## src/rtl/eka_pkg.sv

```systemverilog
// Shared definitions for the Eka RV32I core: controller state encoding,
// major opcodes recognised by the controller/decoder, and trap causes.
package eka_pkg;

  typedef enum logic [2:0] {
    ST_IDLE      = 3'd0,
    ST_FETCH     = 3'd1,
    ST_DECODE    = 3'd2,
    ST_EXECUTE   = 3'd3,
    ST_MEM       = 3'd4,
    ST_WRITEBACK = 3'd5,
    ST_TRAP      = 3'd6
  } state_e;

  localparam logic [6:0] OP_IMM    = 7'b0010011;
  localparam logic [6:0] OP_REG    = 7'b0110011;
  localparam logic [6:0] OP_BRANCH = 7'b1100011;
  localparam logic [6:0] OP_STORE  = 7'b0100011;
  localparam logic [6:0] OP_LOAD   = 7'b0000011;

  localparam logic [1:0] CAUSE_NONE    = 2'd0;
  localparam logic [1:0] CAUSE_ILLEGAL = 2'd1;
  localparam logic [1:0] CAUSE_IMEM_TO = 2'd2;
  localparam logic [1:0] CAUSE_DMEM_TO = 2'd3;

  // True for the five major opcodes this core implements.
  function automatic logic is_legal_opcode(input logic [6:0] op);
    logic legal;
    case (op)
      OP_IMM, OP_REG, OP_BRANCH, OP_STORE, OP_LOAD: legal = 1'b1;
      default:                                      legal = 1'b0;
    endcase
    return legal;
  endfunction

endpackage

```

## src/rtl/ack_timeout_counter.sv

```systemverilog
// Wait-cycle counter for a request/acknowledge handshake. Held at zero while
// clear is high, counts each enabled cycle, and flags the cycle in which the
// count sits on limit-1. A limit of zero never expires.
module ack_timeout_counter #(
  parameter int W = 5
) (
  input  logic         clk,
  input  logic         reset,
  input  logic         clear_i,
  input  logic         enable_i,
  input  logic [W-1:0] limit_i,
  output logic         expired_o
);

  logic [W-1:0] cnt_q;
  logic [W-1:0] cnt_d;

  // Next count: clear dominates, otherwise advance on every waiting cycle.
  always_comb begin
    cnt_d = cnt_q;
    if (clear_i) begin
      cnt_d = '0;
    end else if (enable_i) begin
      cnt_d = cnt_q + W'(1);
    end
  end

  // Count register.
  always_ff @(posedge clk or posedge reset) begin
    if (reset) begin
      cnt_q <= '0;
    end else begin
      cnt_q <= cnt_d;
    end
  end

  // The caller masks this with its ack so an ack in the limit cycle wins.
  assign expired_o = enable_i && !clear_i && (limit_i != '0) &&
                     (cnt_q == (limit_i - W'(1)));

endmodule

```

## src/rtl/multicycle_controller.sv

```systemverilog
// Multi-cycle sequencer for the Eka RV32I core. Steps each instruction through
// FETCH/DECODE/EXECUTE/MEM/WRITEBACK, runs the memory handshakes with an
// acknowledge timeout, traps on illegal opcodes or bus timeouts, and counts
// retired instructions.
module multicycle_controller
  import eka_pkg::*;
#(
  parameter int ACK_TIMEOUT = 16,
  parameter int CNT_W       = 32
) (
  input  logic             clk,
  input  logic             reset,
  input  logic [6:0]       opcode,
  input  logic             dec_write_en,
  input  logic             dec_mem_read_en,
  input  logic             dec_mem_write_en,
  input  logic             dec_branch_inst,
  input  logic             branch_taken,
  input  logic             imem_ack,
  input  logic             dmem_ack,
  output logic             imem_req,
  output logic             dmem_req,
  output logic             dmem_we,
  output logic             ir_load,
  output logic             opnd_load,
  output logic             alu_en,
  output logic             rf_write,
  output logic             pc_write,
  output logic             pc_sel_branch,
  output logic             trap,
  output logic [1:0]       trap_cause,
  output logic [CNT_W-1:0] retired
);

  // Counter must hold values up to ACK_TIMEOUT-1 and the limit itself.
  localparam int TW = (ACK_TIMEOUT < 2) ? 1 : $clog2(ACK_TIMEOUT + 1);
  localparam logic [TW-1:0] LIMIT = TW'(ACK_TIMEOUT);

  state_e           state_q;
  state_e           state_d;
  logic [1:0]       cause_q;
  logic [1:0]       cause_d;
  logic [CNT_W-1:0] retired_q;
  logic [CNT_W-1:0] retired_d;
  logic             retire;
  logic             in_fetch;
  logic             in_mem;
  logic             imem_expired;
  logic             dmem_expired;

  assign in_fetch = (state_q == ST_FETCH);
  assign in_mem   = (state_q == ST_MEM);

  // Counters are cleared outside their request state, so each entry starts at zero.
  ack_timeout_counter #(.W(TW)) u_imem_to (
    .clk       (clk),
    .reset     (reset),
    .clear_i   (!in_fetch),
    .enable_i  (in_fetch && !imem_ack),
    .limit_i   (LIMIT),
    .expired_o (imem_expired)
  );

  ack_timeout_counter #(.W(TW)) u_dmem_to (
    .clk       (clk),
    .reset     (reset),
    .clear_i   (!in_mem),
    .enable_i  (in_mem && !dmem_ack),
    .limit_i   (LIMIT),
    .expired_o (dmem_expired)
  );

  // Sequencing: next state, trap cause and retire qualifier.
  always_comb begin
    state_d = state_q;
    cause_d = cause_q;
    retire  = 1'b0;
    case (state_q)
      ST_IDLE: state_d = ST_FETCH;
      ST_FETCH: begin
        if (imem_ack) begin
          state_d = ST_DECODE;
        end else if (imem_expired) begin
          state_d = ST_TRAP;
          cause_d = CAUSE_IMEM_TO;
        end
      end
      ST_DECODE: begin
        if (!is_legal_opcode(opcode)) begin
          state_d = ST_TRAP;
          cause_d = CAUSE_ILLEGAL;
        end else begin
          state_d = ST_EXECUTE;
        end
      end
      ST_EXECUTE: begin
        if (dec_branch_inst) begin
          retire  = 1'b1;
          state_d = ST_FETCH;
        end else if (dec_mem_read_en || dec_mem_write_en) begin
          state_d = ST_MEM;
        end else begin
          state_d = ST_WRITEBACK;
        end
      end
      ST_MEM: begin
        if (dmem_ack) begin
          if (dec_mem_write_en) begin
            retire  = 1'b1;
            state_d = ST_FETCH;
          end else begin
            state_d = ST_WRITEBACK;
          end
        end else if (dmem_expired) begin
          state_d = ST_TRAP;
          cause_d = CAUSE_DMEM_TO;
        end
      end
      ST_WRITEBACK: begin
        retire  = 1'b1;
        state_d = ST_FETCH;
      end
      ST_TRAP: state_d = ST_TRAP;
      default: state_d = ST_IDLE;
    endcase
  end

  // Retired-instruction count wraps naturally at 2^CNT_W.
  always_comb begin
    retired_d = retired_q;
    if (retire) begin
      retired_d = retired_q + CNT_W'(1);
    end
  end

  // State, trap cause and retire counter registers.
  always_ff @(posedge clk or posedge reset) begin
    if (reset) begin
      state_q   <= ST_IDLE;
      cause_q   <= CAUSE_NONE;
      retired_q <= '0;
    end else begin
      state_q   <= state_d;
      cause_q   <= cause_d;
      retired_q <= retired_d;
    end
  end

  // Strobes decode from registered state; only ack/branch qualifiers are combinational.
  assign imem_req      = in_fetch;
  assign ir_load       = in_fetch && imem_ack;
  assign opnd_load     = (state_q == ST_DECODE);
  assign alu_en        = (state_q == ST_EXECUTE);
  assign dmem_req      = in_mem;
  assign dmem_we       = in_mem && dec_mem_write_en;
  assign rf_write      = (state_q == ST_WRITEBACK);
  assign pc_write      = (state_q == ST_WRITEBACK) ||
                         ((state_q == ST_EXECUTE) && dec_branch_inst) ||
                         (in_mem && dmem_ack && dec_mem_write_en);
  assign pc_sel_branch = (state_q == ST_EXECUTE) && dec_branch_inst && branch_taken;
  assign trap          = (state_q == ST_TRAP);
  assign trap_cause    = cause_q;
  assign retired       = retired_q;

endmodule

```

## config.mk

```make
export PLATFORM = sky130hd
export DESIGN_NAME = multicycle_controller
export DESIGN_NICKNAME = d
export VERILOG_FILES = /design/src/rtl/eka_pkg.sv /design/src/rtl/ack_timeout_counter.sv /design/src/rtl/multicycle_controller.sv
export SDC_FILE = /design/constraint.sdc
export NUM_CORES = 1
export LEC_CHECK = 0
export BUFFER_PORTS_ARGS = -buffer_cell sky130_fd_sc_hd__buf_2
export CORE_MARGIN = 5
export CORE_UTILIZATION = 57
export CTS_CLUSTER_SIZE = 20
export DETAILED_ROUTE_END_ITERATION = 16
export PLACE_DENSITY = 0.8
export SYNTH_ARGS = -nofsm -noshare
export SYNTH_HDL_FRONTEND = slang
export SYNTH_SLANG_ARGS = --single-unit
export TNS_END_PERCENT = 1
```

## constraint.sdc

```tcl
create_clock -name clk -period 2.9 [get_ports clk]
set_input_delay 0.58 -clock clk [delete_from_list [all_inputs] [get_ports clk]]
set_output_delay 0.58 -clock clk [all_outputs]
set_load 0.03 [all_outputs]
```

==> flow_metrics.tcl <==
set metrics [dict create \
    gp_congestion 0.799 \
    clk_latency_ns 0.29 \
    drc_errors 0 \
    synthTopCellsByArea "dfrtp_1 48%, xor2_1 6.8%, xnor2_1 6.4%" \
    irDropWorstVdd_mv 0.472 \
    clkSinkCount 47 \
    status "completed" \
    worstHoldEndpoint "retired[31]" \
    synth_common_cells "47 x dfrtp_1, 21 x nor2_1, 19 x xor2_1, 18 x xnor2_1, 12 x nand4_1" \
    cts_buffers 5 \
    floorplan.initialDensity 0.598 \
    yosysWarnings 0 \
    fin_util 0.701 \
    pwr_density_cell_nw_per_um2 701 \
    vias_per_cell 5.60 \
    antenna_found_initial 0 \
    grt_pass1_wl_um 8190 \
    rrSetupSlack_ns 1.02 \
    period_share 0.834 \
    grt.total_usage 0.189 \
    critPathSlowestCell "dfrtp_1" \
    drt-total-wl_um 5000 \
    cap_violations 0 \
    post_cts_resized 0 \
    synth-seq-area-share 0.481 \
    reg2reg_to "trap_cause[1]" \
    dp.cells 334 \
    syn2layout_area_growth_pct 17.1 \
    portBuffers 58 \
    worst-setup-path-type "flip-flop to output pin" \
    diodes 0 \
    cp-end-kind "output pin" \
    cp.required_ns 2.32 \
    instances_no_fill 342 \
    grt-ovfl-total 0 \
    timing.rr.start "state_q[0]" \
    drive_above_1_share 0.277 \
    hp-start "retired[31]" \
    firstDrtPassIters 4 \
    synthCells 235 \
    io_pins 60 \
    synth_edf_count 0 \
    die-area_um2 5700 \
    final_antenna_net_count 0 \
    synth_flop_cell "dfrtp_1" \
    fin_nets 312 \
    rows 23 \
    cts_hold_buf 0 \
    syn-cell-area_um2 2440 \
    crit_arrival_ns 1.84 \
    hp-class "flip-flop to flip-flop" \
    start_kind "flip-flop" \
    crit_chain "or3b_2, inv_2, and2_1, buf_2" \
    wl_per_cell_um 14.6 \
    syn-num-nets 256 \
    cts_max_path_buffers 2 \
    ys_async_sr_fraction 1.00 \
    final-setup-viol-count 0 \
    place_hpwl_um 3620 \
    slew_violations 0 \
    setup_tns_ns 0 \
    cts-root-buf "clkbuf_8" \
    period_minus_slack_ns 2.42 \
    avgSynthCellArea_um2 10.4 \
    synth_largest_area_cell "dfrtp_1" \
    fmax_mhz 414 \
    grt_max_degree 48 \
    rsz0062_at_grt "false" \
    tightest_slew_ns 0.978 \
    die_w_um 75.5 \
    cts_htree_levels 2 \
    max_stage_delay_ns 0.57 \
    slew_headroom 0.347 \
    final-hold-violation-count 0 \
    synth_top_cell_area_share 0.481 \
    core_um2 4090 \
    synthDistinctLibCells 47 \
    dr.first_iter.drc_count 115 \
    die_h_um 75.5 \
    num-fill-cells 319 \
    ys_ff_latch 47 \
    leakage_nw 1.25 \
    path_clk_slew_ns 0.08 \
    p_total_w 0.00201 \
    cts_setup_buffers 0 \
    final.setup_skew_ns 0.00474 \
    crit_fanout 15 \
    worstRegToRegCells 5 \
    vias 1916 \
    grt_pass1_vias 1801 \
    whs_path_depth 1 \
    tritoncts "done" \
    yosysMostFrequentCell "dfrtp_1" \
]
how the worst max path moves through the flow:
stage,startpoint,slack [ns],endpoint,depth (start not counted)
2_1_floorplan,state_q[1],0.57,dmem_we,5
3_3_place_gp,state_q[0],0.81,ir_load,4
3_5_place_dp,state_q[0],0.80,ir_load,4
4_1_cts,state_q[0],0.47,ir_load,4
5_1_grt,state_q[2],0.38,dmem_we,4
6_report,state_q[0],0.48,ir_load,4
through the flow:
stage                     hold slack [ns]  instance area [um^2]  setup WS (ns)
after floorplan                     0.480                  2440          0.570
after global placement              0.452                  2760          0.811
after detailed placement            0.468                  2760          0.805
after CTS                           0.480                  2860          0.474
after global routing                0.497                  2860          0.383
final                               0.471                  2860          0.482
per-layer routing:
layer  track usage  vias up  share of wire
li1              -      940              -
met1         0.255      929           0.46
met2         0.311       42           0.48
met3        0.0343        5          0.049
met4        0.0583        0          0.010
met5             0        -              0
cell type report:
class | instances | area [um^2] | share of cell area
Clock buffer | 7 | 96.3 | 0.0337
Clock inverter | 1 | 7.51 | 0.00262
Inverter | 9 | 33.8 | 0.0118
Multi-Input combinational cell | 169 | 1190 | 0.415
Sequential cell | 47 | 1180 | 0.411
Tap cell | 50 | 62.6 | 0.0219
Timing Repair Buffer | 59 | 298 | 0.104
cell families (layout without fill, tap and decap cells):
family,Yosys count,after routing,share of synthesized area
and+or+nand+nor,102,102,0.255
xor gates and xnor gates,37,37,0.133
muxes,4,4,0.0169
buffers and inverters,19,76,0.0328
DFF,47,47,0.481
AOI/OAI and AO/OA,21,21,0.0558
adders and majority gates,5,5,0.0256
critical path, delay by kind of cell, from the launching register on:
kind / cells / cell delay (ns)
buffers and inverters: 2 / 0.29
flip-flops: 1 / 0.57
AND/OR/NAND/NOR: 2 / 0.68
layout by cell type (no fill, tap or decap), types with 3 or more instances in the layout:
cell / Yosys / final
nor2b_1: 3 / 3
nor2_1: 21 / 21
o21ai_0: 5 / 5
and3_1: 7 / 7
nand3_1: 11 / 11
mux2i_1: 3 / 3
nor4_1: 4 / 4
clkbuf_8: 0 / 7
buf_2: 1 / 58
ha_1: 5 / 5
xnor2_1: 18 / 18
inv_1: 8 / 7
nand4_1: 12 / 12
nand4b_1: 3 / 3
nor4_2: 3 / 3
dfrtp_1: 47 / 47
a21oi_1: 5 / 5
nand2_1: 10 / 10
and2_1: 5 / 5
nand3b_1: 3 / 3
nor3_1: 5 / 5
xor2_1: 19 / 19
flip-flops by register name, indices dropped and copies added, names as in the netlist:
register,flops
retired,32
u_dmem_to.cnt_q,5
u_imem_to.cnt_q,5
state_q,3
trap_cause,2
report_power, final:
part / internal, W / switching, W / total (W)
Sequential: 0.000745 / 0.000156 / 0.000901
Clock: 0.000217 / 0.000209 / 0.000426
Combinational: 0.000249 / 0.000431 / 0.000679
Total: 0.00121 / 0.000795 / 0.00201
Power figures use the tool's default switching activity.
